`config.mk`:
```
export PLATFORM = sky130hd
export DESIGN_NAME = address_generator_flat
export DESIGN_NICKNAME = d
export VERILOG_FILES = /design/src/rtl/address_generator_pkg.sv /design/src/rtl/address_generator_if.sv /design/src/rtl/address_generator_mod_counter.sv /design/src/rtl/address_generator.sv /design/src/flat_wrapper.sv
export SDC_FILE = /design/constraint.sdc
export NUM_CORES = 1
export LEC_CHECK = 0
export ABC_AREA = 1
export BUFFER_PORTS_ARGS = -buffer_cell sky130_fd_sc_hd__buf_2
export CORE_MARGIN = 1
export CORE_UTILIZATION = 49
export DETAILED_ROUTE_END_ITERATION = 10
export PLACE_DENSITY = 0.73
export SETUP_SLACK_MARGIN = 0.05
export SLEW_MARGIN = 10
export SYNTH_ARGS = -nofsm -noshare
export SYNTH_HDL_FRONTEND = slang
export SYNTH_HIERARCHICAL = 1
export SYNTH_SLANG_ARGS = --single-unit
```
`constraint.sdc`:
```
create_clock -name clk -period 2.4 [get_ports clk]
set_clock_uncertainty 0.1 [all_clocks]
set_input_delay 0 -clock clk [delete_from_list [all_inputs] [get_ports clk]]
set_output_delay 0 -clock clk [all_outputs]
set_load 0.01 [all_outputs]
```
`src/rtl/address_generator_pkg.sv`:
```
// address_generator_pkg
//   Shared definitions for the address generator and the ALU that consumes
//   its flags: state encoding, parameter defaults and the per-term flag
//   convention.
package address_generator_pkg;

    typedef enum logic [1:0] {
        AG_IDLE  = 2'd0,
        AG_PRIME = 2'd1,
        AG_RUN   = 2'd2,
        AG_DONE  = 2'd3
    } ag_state_t;

    localparam int AG_N_INPUTS_DEF  = 4;
    localparam int AG_N_NEURONS_DEF = 4;
    localparam int AG_ADDR_W_DEF    = 8;

    // Per-term flags as the ALU sees them:
    //   term_valid : the presented product term is consumed this cycle
    //   acc_first  : load the product instead of accumulating (neuron start)
    //   acc_last   : final product of the neuron; the sum is complete after it
    typedef struct packed {
        logic term_valid;
        logic acc_first;
        logic acc_last;
    } alu_flags_t;

    // acc_first/acc_last follow the RUN state only, so the ALU still sees
    // the neuron boundary while a term is held by stall.
    function automatic alu_flags_t decode_flags(input logic in_run,
                                                input logic stall,
                                                input logic first,
                                                input logic last);
        alu_flags_t f;
        f.term_valid = in_run & ~stall;
        f.acc_first  = in_run & first;
        f.acc_last   = in_run & last;
        return f;
    endfunction

endpackage

```
`src/rtl/address_generator_if.sv`:
```
// address_generator_if
//   Control strobes in, addresses and ALU flags out.
//   master : control-unit / test side (drives AG_rst, AG_read, stall)
//   slave  : address generator side (drives addresses and flags)
interface address_generator_if
    import address_generator_pkg::*;
#(
    parameter int ADDR_W = AG_ADDR_W_DEF
);
    logic              AG_rst;
    logic              AG_read;
    logic              stall;
    logic [ADDR_W-1:0] w_addr;
    logic [ADDR_W-1:0] x_addr;
    logic [ADDR_W-1:0] neuron_idx;
    logic              mem_rd;
    logic              term_valid;
    logic              acc_first;
    logic              acc_last;
    logic              layer_done;

    modport master (
        output AG_rst, AG_read, stall,
        input  w_addr, x_addr, neuron_idx, mem_rd,
               term_valid, acc_first, acc_last, layer_done
    );

    modport slave (
        input  AG_rst, AG_read, stall,
        output w_addr, x_addr, neuron_idx, mem_rd,
               term_valid, acc_first, acc_last, layer_done
    );
endinterface

```
`src/rtl/address_generator_mod_counter.sv`:
```
// mod_counter
//   Modulus counter: counts 0..MODULUS-1 and wraps to 0.
//   clk, reset (async, active-low), en (advance), clr (sync clear, wins over en)
//   count : current value
//   tc    : terminal count, high while count == MODULUS-1
module mod_counter #(
    parameter int WIDTH   = 8,
    parameter int MODULUS = 4
) (
    input  logic             clk,
    input  logic             reset,
    input  logic             en,
    input  logic             clr,
    output logic [WIDTH-1:0] count,
    output logic             tc
);
    localparam logic [WIDTH-1:0] LAST = WIDTH'(MODULUS - 1);

    assign tc = (count == LAST);

    // NOTE: sequential state uses non-blocking assignments so every flop
    // samples pre-edge values regardless of block evaluation order.
    always_ff @(posedge clk or negedge reset) begin
        if (!reset) begin
            count <= '0;
        end else if (clr) begin
            count <= '0;
        end else if (en) begin
            count <= tc ? '0 : count + WIDTH'(1);
        end
    end
endmodule

```
`src/rtl/address_generator.sv`:
```
// address_generator
//   Sequences weight-memory and input-buffer addresses for one
//   fully-connected layer, inputs inner / neurons outer, and emits the ALU
//   flags for each product term.
//   clk   : clock
//   reset : asynchronous active-low reset
//   ag    : slave side of address_generator_if
//           in  AG_rst (sync clear), AG_read (prime), stall (hold term)
//           out w_addr, x_addr, neuron_idx, mem_rd, term_valid,
//               acc_first, acc_last, layer_done
module address_generator
    import address_generator_pkg::*;
#(
    parameter int N_INPUTS  = AG_N_INPUTS_DEF,
    parameter int N_NEURONS = AG_N_NEURONS_DEF,
    parameter int ADDR_W    = AG_ADDR_W_DEF
) (
    input  logic                clk,
    input  logic                reset,
    address_generator_if.slave  ag
);
    ag_state_t         state;
    logic [ADDR_W-1:0] w_addr_q;
    logic [ADDR_W-1:0] x_cnt;
    logic [ADDR_W-1:0] n_cnt;
    logic              x_tc;
    logic              n_tc;
    logic              strobe_clr;
    logic              in_run;
    logic              last_term;
    logic              advance;
    alu_flags_t        flags;

    assign strobe_clr = ag.AG_rst | ag.AG_read;
    assign in_run     = (state == AG_RUN);
    assign last_term  = x_tc & n_tc;
    // The final term is consumed without moving the counters, so DONE keeps
    // showing the last addresses.
    assign advance    = in_run & ~ag.stall & ~last_term & ~strobe_clr;

    mod_counter #(.WIDTH(ADDR_W), .MODULUS(N_INPUTS)) u_x_cnt (
        .clk   (clk),
        .reset (reset),
        .en    (advance),
        .clr   (strobe_clr),
        .count (x_cnt),
        .tc    (x_tc)
    );

    mod_counter #(.WIDTH(ADDR_W), .MODULUS(N_NEURONS)) u_n_cnt (
        .clk   (clk),
        .reset (reset),
        .en    (advance & x_tc),
        .clr   (strobe_clr),
        .count (n_cnt),
        .tc    (n_tc)
    );

    // w_addr runs alongside the counters instead of neuron_idx*N_INPUTS+x_addr.
    always_ff @(posedge clk or negedge reset) begin
        if (!reset) begin
            state    <= AG_IDLE;
            w_addr_q <= '0;
        end else if (ag.AG_rst) begin
            state    <= AG_IDLE;
            w_addr_q <= '0;
        end else if (ag.AG_read) begin
            state    <= AG_PRIME;
            w_addr_q <= '0;
        end else begin
            case (state)
                AG_IDLE:  state <= AG_RUN;
                AG_PRIME: state <= AG_RUN;
                AG_RUN: begin
                    if (!ag.stall) begin
                        if (last_term) state <= AG_DONE;
                        else           w_addr_q <= w_addr_q + ADDR_W'(1);
                    end
                end
                default:  state <= AG_DONE;
            endcase
        end
    end

    // NOTE: every output of this block is assigned a default first so no
    // path through it leaves a value held, which would infer a latch.
    always_comb begin
        flags         = '0;
        ag.mem_rd     = 1'b0;
        ag.layer_done = 1'b0;
        case (state)
            AG_PRIME: ag.mem_rd = 1'b1;
            AG_RUN: begin
                ag.mem_rd = 1'b1;
                flags     = decode_flags(1'b1, ag.stall, (x_cnt == '0), x_tc);
            end
            AG_DONE:  ag.layer_done = 1'b1;
            default:  ;
        endcase
    end

    assign ag.term_valid = flags.term_valid;
    assign ag.acc_first  = flags.acc_first;
    assign ag.acc_last   = flags.acc_last;
    assign ag.w_addr     = w_addr_q;
    assign ag.x_addr     = x_cnt;
    assign ag.neuron_idx = n_cnt;
endmodule

```
`src/flat_wrapper.sv`:
```
// flat-port wrapper written by rule: the top's interface ports become plain ports
module address_generator_flat import address_generator_pkg::*;
#(
    parameter int N_INPUTS  = AG_N_INPUTS_DEF,
    parameter int N_NEURONS = AG_N_NEURONS_DEF,
    parameter int ADDR_W    = AG_ADDR_W_DEF
)
  (clk, reset, ag_AG_rst, ag_AG_read, ag_stall, ag_w_addr, ag_x_addr, ag_neuron_idx, ag_mem_rd, ag_term_valid, ag_acc_first, ag_acc_last, ag_layer_done);
  address_generator_if #(.ADDR_W(ADDR_W)) ag_i ();
  input  logic clk;
  input  logic reset;
  input wire logic [$bits(ag_i.AG_rst)-1:0] ag_AG_rst;
  input wire logic [$bits(ag_i.AG_read)-1:0] ag_AG_read;
  input wire logic [$bits(ag_i.stall)-1:0] ag_stall;
  output wire logic [$bits(ag_i.w_addr)-1:0] ag_w_addr;
  output wire logic [$bits(ag_i.x_addr)-1:0] ag_x_addr;
  output wire logic [$bits(ag_i.neuron_idx)-1:0] ag_neuron_idx;
  output wire logic [$bits(ag_i.mem_rd)-1:0] ag_mem_rd;
  output wire logic [$bits(ag_i.term_valid)-1:0] ag_term_valid;
  output wire logic [$bits(ag_i.acc_first)-1:0] ag_acc_first;
  output wire logic [$bits(ag_i.acc_last)-1:0] ag_acc_last;
  output wire logic [$bits(ag_i.layer_done)-1:0] ag_layer_done;
  assign ag_i.AG_rst = ag_AG_rst;
  assign ag_i.AG_read = ag_AG_read;
  assign ag_i.stall = ag_stall;
  assign ag_w_addr = ag_i.w_addr;
  assign ag_x_addr = ag_i.x_addr;
  assign ag_neuron_idx = ag_i.neuron_idx;
  assign ag_mem_rd = ag_i.mem_rd;
  assign ag_term_valid = ag_i.term_valid;
  assign ag_acc_first = ag_i.acc_first;
  assign ag_acc_last = ag_i.acc_last;
  assign ag_layer_done = ag_i.layer_done;
  address_generator #(.N_INPUTS(N_INPUTS), .N_NEURONS(N_NEURONS), .ADDR_W(ADDR_W)) u_core (.clk(clk), .reset(reset), .ag(ag_i));
endmodule
```
==> run_results.csv, run 1 <==
group,metric,value,unit
cells_and_area,final_cell_mix,"54 x nand2_1, 33 x buf_2, 29 x nor2_1, 29 x inv_1, 25 x dfrtp_1",
cells_and_area,fin_cells,320,
global_routing,grt_start_max_net_pins,27,
worst_setup_path,end_kind,"flip-flop",
run_status,status,"finished, final reports clean",
worst_setup_path,path_cells,"ha_1 -> nand2_1 -> nor2_1 -> nand2_2 -> inv_1 -> nand2_2 -> nand3_4 -> nor2_4 -> inv_2 -> nor2_4 -> nor2_4 -> inv_4 -> nand2_2 -> xor2_1 -> nor2_1",
pwr,powerDensity,347,nW/um^2
worst_setup_path,timing.rr.start,"u_core/u_n_cnt/count[1]",
routing,wl_per_cell,11.7,um
cells_and_area,layout-drive-gt1-share,0.297,
cells_and_area,antenna_cells,0,
clock_tree,tritoncts,"done",
global_routing,grt_pass1_wl,6090,um
floorplan,start_util,0.536,
global_routing,grt-ovfl-total,0,
worst_setup_path,crit_required,2520,ps
worst_setup_path,cpPeakStageDelay,420,ps
clock_tree,clock_latency,310,ps
routing,wl,3740,um
cells_and_area,synthToLayoutAreaGrowth,21.4,%
routing,route.vias.total,1589,
placement,placed_cells,310,
sta,setup-violations-final,0,
pwr,max-vdd-ir-drop,287,uV
global_routing,grtUsageTotal,0.219,
synth,synth_area,1690,sq um
placement,dpl.hpwl,2670,um
floorplan,fp.dieH,60.7,um
floorplan,num_rows,20,
worst_setup_path,cp-startpoint,"u_core/u_n_cnt/count[1]",
synth,synth_seq_cells,26,
clock_tree,htreeDepth,1,
sta,worst_pin_slew,584,ps
routing,ant_nets,0,
placement,port_buffers,33,
cells_and_area,final_common_cell,"nand2_1",
synth,synth_area_per_cell,7.45,sq um
placement,gp_congestion,0.927,
synth,ys_types,25,
worst_setup_path,cp-start-kind,"flip-flop",
routing,dr.first_iter.drc_count,109,
sta,hold_viol,0,
synth,ys_seq_area_frac,0.385,
floorplan,die_width,60.7,um
worst_setup_path,r2r_cells,15,
synth,synth_cells,227,
sta,slew_headroom,0.611,
clock_tree,clkTransAtPathRegs,140,ps
worst_setup_path,rrSetupSlack,250,ps
clock_tree,clkSinkCount,26,
routing,drc,0,
sta,setup_tns,0,ps
clock_tree,cts_made_buffers,3,
routing,firstDrtPassIters,4,
sta,grt_setup_unrepaired,"false",
global_routing,first_global_vias,1401,
pwr,leakagePower,1.05,nW
worst_setup_path,arrival,2280,ps
worst_setup_path,path_max_fanout,8,
min_path,hold_path.class,"in2async",
worst_setup_path,slowest_stage,"dfrtp_1",
clock_tree,clock-root-buffer,"clkbuf_4",
sta,timing.fmax,464,MHz
routing,vias_per_cell,4.97,
floorplan,coreArea,3150,sq um
synth,synth_area_leader_cell,"dfrtp_1",
synth,synth_top_area_share,0.385,
worst_setup_path,timing.rr.end,"u_core/u_n_cnt/count[3]",
global_routing,antenna_found_initial,0,
sta,slew_viol_final,0,
floorplan,dieArea,3690,sq um
cells_and_area,fin_nets,290,
sta,fin_crit_sh,0.897,
synth,synthTopCellsByArea,"dfrtp_1 38%, nand2_1 12%, nor2_1 6.7%, inv_1 6.4%, ha_1 5.2%",
clock_tree,clk_path_buf_depth,2,
floorplan,ios,34,
worst_setup_path,path_class,"reg2reg",
synth,synth_warnings,6,
sta,layout_min_cycle_time,2150,ps
run,maxCapViolCount,0,
synth,syn_nets,239,
## what timing repair did
action	in CTS	in global routing
hold buffers	5	0
setup buffers	0	2
gates resized for setup	0	5
endpoints found under the hold margin	32	0
endpoints found under the setup margin	0	5
## synth_stat cells, drive strengths merged
| library cell | n |
|---|---|
| nand2 | 67 |
| nor2 | 39 |
| inv | 36 |
| dfrtp | 26 |
| nand3 | 14 |
| nand4 | 12 |
| o21ai | 8 |
| ha | 7 |
| a21oi | 5 |
| xor2 | 4 |
| nor3 | 3 |
| clkinv | 2 |
| a31oi | 1 |
| buf | 1 |
| nand3b | 1 |
| nor4 | 1 |
## worst max-delay path by stage
| stage | endpoint | slack [ps] | cells after the start |
|---|---|---|---|
| floorplan | u_core/u_n_cnt/count[3] | 120 | 15 |
| global placement | u_core/u_n_cnt/count[2] | 270 | 15 |
| detailed placement | u_core/u_n_cnt/count[2] | 180 | 15 |
| CTS | u_core/u_n_cnt/count[2] | 140 | 15 |
| global route | u_core/u_n_cnt/count[3] | 60 | 15 |
| finish | u_core/u_n_cnt/count[3] | 250 | 15 |
## worst max-delay path: cells and delay by family, from the launching register on
kind	cells	cell delay, ps
XOR/XNOR	1	140
adder cells (fa/ha/maj)	1	230
buffers and inverters	3	240
flip-flops	1	420
AND/OR/NAND/NOR	10	910
## sequential cells by signal, summed over array words and instances (netlist names)
name                  cells
u_core/ag.w_addr          8
u_core/state              2
u_core/u_n_cnt/count      8
u_core/u_x_cnt/count      8
## cell type report
| type | count | area (sq um) |
|---|---|---|
| clock buffer | 3 | 22.5 |
| fill | 290 | 1100 |
| inverter | 38 | 149 |
| multi-input combinational | 162 | 891 |
| sequential | 26 | 652 |
| tap | 44 | 55.1 |
| timing repair buffer | 47 | 283 |
## where the power goes
part / leakage (nW) / internal (W) / total, W / switching [W]
Sequential: 0.359 / 0.000441 / 0.000444 / 0.00000254
Clock: 0.0138 / 0.0000587 / 0.000187 / 0.000128
Combinational: 0.677 / 0.0000295 / 0.0000828 / 0.0000534
Total: 1.05 / 0.000529 / 0.000713 / 0.000184
## metal layers
metal / routed length, um / track usage
met4: 64 / 0.0909
met2: 1740 / 0.338
met5: 0 / 0
met1: 1780 / 0.313
met3: 149 / 0.0256
## metrics by stage
stage          setup slack, ps  instance area [sq um]  total power (W)  hold slack, ps   util
6_report                   246                   2050         0.000713            95.1  0.651
5_1_grt                   61.4                   2050         0.000746             159  0.651
4_1_cts                    138                   2020         0.000721             107  0.642
3_5_place_dp               178                   1950         0.000526           -55.2  0.619
3_3_place_gp               268                   1950         0.000525           -61.6  0.619
2_1_floorplan              117                   1690         0.000499            -396      -
## cells by family (layout without fill, tap and decap cells)
family | Yosys count | in the layout | synth area share
AO/OA/AOI/OAI | 14 | 14 | 0.0466
XOR/XNOR | 4 | 4 | 0.0207
adder cells (fa/ha/maj) | 7 | 7 | 0.0518
buffers and inverters | 39 | 88 | 0.0970
flip-flops | 26 | 26 | 0.385
AND/OR/NAND/NOR | 137 | 137 | 0.399
Note: power is estimated with default switching activity, not from simulation.
==> run 2: changes to the inputs <==
Settings changed: GPL_ROUTABILITY_DRIVEN set to 0, PLACE_DENSITY 0.73 to 0.75.
==> run_results.csv, run 2 (synthesized netlist as in run 1, its figures left out) <==
group,metric,value,unit
clock_tree,clk_path_buf_depth,2,
worst_setup_path,path_max_fanout,4,
sta,grt_setup_unrepaired,"false",
pwr,max-vdd-ir-drop,324,uV
sta,fin_crit_sh,0.879,
floorplan,die_width,60.7,um
sta,hold_viol,0,
cells_and_area,final_common_cell,"nand2_1",
sta,layout_setup_ws,290,ps
floorplan,dieArea,3690,sq um
floorplan,fp.dieH,60.7,um
placement,port_buffers,33,
global_routing,grt-ovfl-total,0,
clock_tree,tritoncts,"done",
floorplan,start_util,0.536,
worst_setup_path,cp-start-kind,"flip-flop",
sta,worst_pin_slew,581,ps
worst_setup_path,end_kind,"flip-flop",
floorplan,num_rows,20,
clock_tree,htreeDepth,1,
global_routing,grtUsageTotal,0.227,
worst_setup_path,crit_required,2570,ps
routing,drc,0,
routing,wl_per_cell,11.4,um
worst_setup_path,arrival,2280,ps
clock_tree,clock_latency,320,ps
routing,firstDrtPassIters,4,
pwr,powerDensity,357,nW/um^2
clock_tree,clkTransAtPathRegs,140,ps
sta,timing.fmax,474,MHz
sta,setup_tns,0,ps
global_routing,grt_start_max_net_pins,27,
cells_and_area,fin_nets,292,
routing,ant_nets,0,
cells_and_area,layout-drive-gt1-share,0.319,
routing,route.vias.total,1616,
global_routing,first_global_vias,1510,
sta,setup-violations-final,0,
routing,dr.first_iter.drc_count,73,
floorplan,ios,34,
run,maxCapViolCount,0,
cells_and_area,antenna_cells,0,
sta,whs,94.9,ps
placement,dpl.hpwl,2630,um
clock_tree,cts_made_buffers,3,
routing,wl,3680,um
sta,slew_headroom,0.613,
sta,slew_viol_final,0,
placement,place_ws,169,ps
global_routing,grt_pass1_wl,6310,um
clock_tree,clock-root-buffer,"clkbuf_4",
clock_tree,clkSinkCount,26,
pwr,leakagePower,1.07,nW
cells_and_area,synthToLayoutAreaGrowth,23.5,%
worst_setup_path,path_class,"reg2reg",
routing,vias_per_cell,5.00,
sta,layout_min_cycle_time,2110,ps
floorplan,coreArea,3150,sq um
global_routing,antenna_found_initial,0,
min_path,hold_path.class,"in2async",
cells_and_area,final_cell_mix,"54 x nand2_1, 33 x buf_2, 29 x nor2_1",
run_status,status,"finished, final reports clean",
==> run 2: cell count changes in the layout (fill, tap and decap cells not counted), sizes merged <==
cell / change
buf: +2
clkbuf: +1
clkinv: -1
inv: +1
==> run 2: stage by stage <==
stage / instance area [sq um] / power [W] / instances / utilization
after floorplan: 1690 / 0.000499 / 227 / -
after global placement: 1940 / 0.000525 / 309 / 0.616
after detailed placement: 1940 / 0.000526 / 309 / 0.616
after CTS: 2040 / 0.000761 / 319 / 0.647
after global routing: 2090 / 0.000792 / 323 / 0.662
final: 2090 / 0.000746 / 323 / 0.662
==> run 2: metal layers <==
metal | global-route usage | wire [um] | up-vias | share of wire
met3 | 0.0384 | 138 | 6 | 0.038
met4 | 0.0584 | 46 | 0 | 0.013
met1 | 0.288 | 1710 | 747 | 0.47
met5 | 0 | 0 | - | 0
met2 | 0.400 | 1780 | 40 | 0.48
li1 | - | - | 823 | -
==> run 2: layout make-up <==
| type | count | area (sq um) |
|---|---|---|
| tap | 44 | 55.1 |
| clock buffer | 4 | 36.3 |
| inverter | 38 | 149 |
| sequential | 26 | 652 |
| fill | 297 | 1060 |
| multi-input combinational | 162 | 898 |
| timing repair buffer | 49 | 298 |
==> run 2: final timing paths <==
| check | cells past startpoint | to | slack [ps] | from |
|---|---|---|---|---|
| setup reg to reg | 12 | u_core/state[0] | 290 | u_core/u_x_cnt/count[1] |
| hold reg to reg | 2 | u_core/ag.w_addr[7] | 460 | u_core/ag.w_addr[7] |
| min in group clk | 2 | u_core/ag.w_addr[7] | 460 | u_core/ag.w_addr[7] |
| setup / recovery | 12 | u_core/state[0] | 290 | u_core/u_x_cnt/count[1] |
| max in group asynchronous | 2 | u_core/u_n_cnt/count[0] | 1690 | reset |
| hold / removal | 2 | u_core/u_n_cnt/count[3] | 90 | reset |
==> run 2: timing repair <==
item                                   in CTS  in global routing
hold buffers                                6                  0
gates resized for setup                     0                  9
setup endpoints to repair                   0                  5
endpoints found under the hold margin      32                  0
setup buffers                               0                  5
==> run 2: where the power goes <==
group / switching [W] / internal, W
Clock: 0.000127 / 0.0000928
Combinational: 0.0000526 / 0.0000301
Sequential: 0.00000261 / 0.000441
==> run 2: critical path, cell delays in order, from the launching register on <==
cell	delay, ps
dfrtp_1	400
ha_2	220
nand2_1	60
nor2_1	130
nand2_2	110
inv_2	90
nand2_2	70
inv_2	70
nand2_1	60
nand3_1	90
nand2_1	50
o21ai_1	60
dlygate4sd3_1	550
==> run 3: changes to the inputs <==
Settings changed: CAP_MARGIN set to 20, PLACE_DENSITY 0.75 to 0.8.
==> run_results.csv, run 3 (synthesized netlist as in run 1, its figures left out) <==
group,metric,value,unit
pwr,leakagePower,1.07,nW
clock_tree,clkTransAtPathRegs,150,ps
floorplan,fp.dieH,60.7,um
cells_and_area,fin_nets,291,
sta,slew_viol_final,0,
clock_tree,htreeDepth,1,
clock_tree,clock-root-buffer,"clkbuf_4",
sta,grt_setup_unrepaired,"false",
sta,slew_headroom,0.607,
routing,route.vias.total,1606,
cells_and_area,antenna_cells,0,
worst_setup_path,arrival,2370,ps
sta,hold_viol,0,
routing,dr.first_iter.drc_count,107,
routing,vias_per_cell,4.99,
run_status,status,"finished, final reports clean",
clock_tree,cts_made_buffers,3,
worst_setup_path,path_max_fanout,8,
sta,setup-violations-final,0,
cells_and_area,final_cell_mix,"54 x nand2_1, 33 x buf_2, 29 x nor2_1, 29 x inv_1, 25 x dfrtp_1",
sta,whs,108,ps
worst_setup_path,path_cells,"ha_4 -> nand2_1 -> nor2_1 -> nand2_2 -> inv_1 -> nand2_2 -> nand3_4 -> nor2_4 -> buf_4 -> nor2_4 -> inv_4 -> nand2_2 -> xor2_1 -> nor2_1",
cells_and_area,layout-drive-gt1-share,0.306,
pwr,finalPower,0.000827,W
sta,layout_setup_ws,147,ps
min_path,hold_path.class,"in2async",
worst_setup_path,rrSetupSlack,150,ps
global_routing,grt-ovfl-total,0,
worst_setup_path,cpPeakStageDelay,490,ps
sta,fin_crit_sh,0.939,
floorplan,coreArea,3150,sq um
worst_setup_path,cp-start-kind,"flip-flop",
pwr,max-vdd-ir-drop,284,uV
worst_setup_path,crit_top_cell,"nand2_2",
global_routing,grt_start_max_net_pins,27,
clock_tree,clkSinkCount,26,
run,maxCapViolCount,0,
worst_setup_path,crit_required,2520,ps
floorplan,start_util,0.536,
global_routing,first_global_vias,1418,
pwr,powerDensity,394,nW/um^2
floorplan,die_width,60.7,um
floorplan,num_rows,20,
sta,setup_tns,0,ps
worst_setup_path,end_kind,"flip-flop",
sta,timing.fmax,444,MHz
global_routing,antenna_found_initial,0,
routing,wl,3740,um
clock_tree,clock_latency,320,ps
routing,firstDrtPassIters,4,
routing,ant_nets,0,
global_routing,grt_pass1_wl,5980,um
placement,place_ws,110,ps
floorplan,ios,34,
cells_and_area,synthToLayoutAreaGrowth,24.1,%
clock_tree,clk_path_buf_depth,2,
sta,worst_pin_slew,589,ps
cells_and_area,final_common_cell,"nand2_1",
placement,dpl.hpwl,2650,um
worst_setup_path,slowest_stage,"dfrtp_1",
routing,wl_per_cell,11.6,um
floorplan,dieArea,3690,sq um
sta,layout_min_cycle_time,2250,ps
placement,port_buffers,33,
worst_setup_path,path_class,"reg2reg",
global_routing,grtUsageTotal,0.215,
routing,drc,0,
clock_tree,tritoncts,"done",
[run 3: changes by cell type in the layout (fill, tap and decap cells not counted)]
| cell | change |
|---|---|
| buf_4 | -1 |
| bufinv_16 | +1 |
| clkbuf_8 | -1 |
| clkinv_1 | +1 |
| inv_1 | +2 |
| inv_2 | -3 |
[run 3: layout make-up]
cell class                      instances  area (sq um)
Inverter                               38           149
Clock buffer                            3          22.5
Fill cell                             269          1060
Tap cell                               44          55.1
Multi-Input combinational cell        162           898
Sequential cell                        26           652
Clock inverter                          1          30.0
Timing Repair Buffer                   48           290
[run 3: critical path: cells and delay by family, from the launching register on]
kind | cells | cell delay, ps
XOR/XNOR | 1 | 150
adder cells (fa/ha/maj) | 1 | 200
buffers and inverters | 3 | 360
AND/OR/NAND/NOR | 9 | 860
flip-flops | 1 | 490
[run 3: metrics by stage]
step / util / cell area, sq um / instances
6_report: 0.665 / 2100 / 322
2_1_floorplan: - / 1690 / 227
3_5_place_dp: 0.612 / 1930 / 307
4_1_cts: 0.647 / 2040 / 317
5_1_grt: 0.665 / 2100 / 322
3_3_place_gp: 0.612 / 1930 / 307
[run 3: final timing paths]
kind                                          from                      end  cells after the start
hold reg to reg                u_core/ag.w_addr[0]      u_core/ag.w_addr[0]                      1
min in group clk               u_core/ag.w_addr[0]      u_core/ag.w_addr[0]                      1
max in group asynchronous                    reset  u_core/u_n_cnt/count[0]                      2
setup / recovery           u_core/u_x_cnt/count[1]  u_core/u_x_cnt/count[3]                     14
setup reg to reg           u_core/u_x_cnt/count[1]  u_core/u_x_cnt/count[3]                     14
hold / removal                               reset  u_core/u_n_cnt/count[7]                      2
[run 3: what timing repair did]
item | 4_1_cts | 5_1_grt
setup buffers | 0 | 6
hold buffers | 6 | 0
resized for setup | 0 | 6
endpoints found under the hold margin | 32 | 0
setup endpoints to repair | 0 | 7
[run 3: metal layers]
layer / GRT usage / up-vias / wire length [um]
met5: 0 / - / 0
met4: 0.0747 / 0 / 41
met3: 0.0213 / 4 / 181
met2: 0.347 / 38 / 1840
met1: 0.303 / 751 / 1670
li1: - / 813 / -
[run 3: report_power, final]
part | switching (W) | internal [W] | leakage [nW] | total [W]
sequential | 0.00000249 | 0.000441 | 0.359 | 0.000444
combinational | 0.0000522 | 0.0000305 | 0.679 | 0.0000827
clock | 0.000131 | 0.000169 | 0.0279 | 0.000300
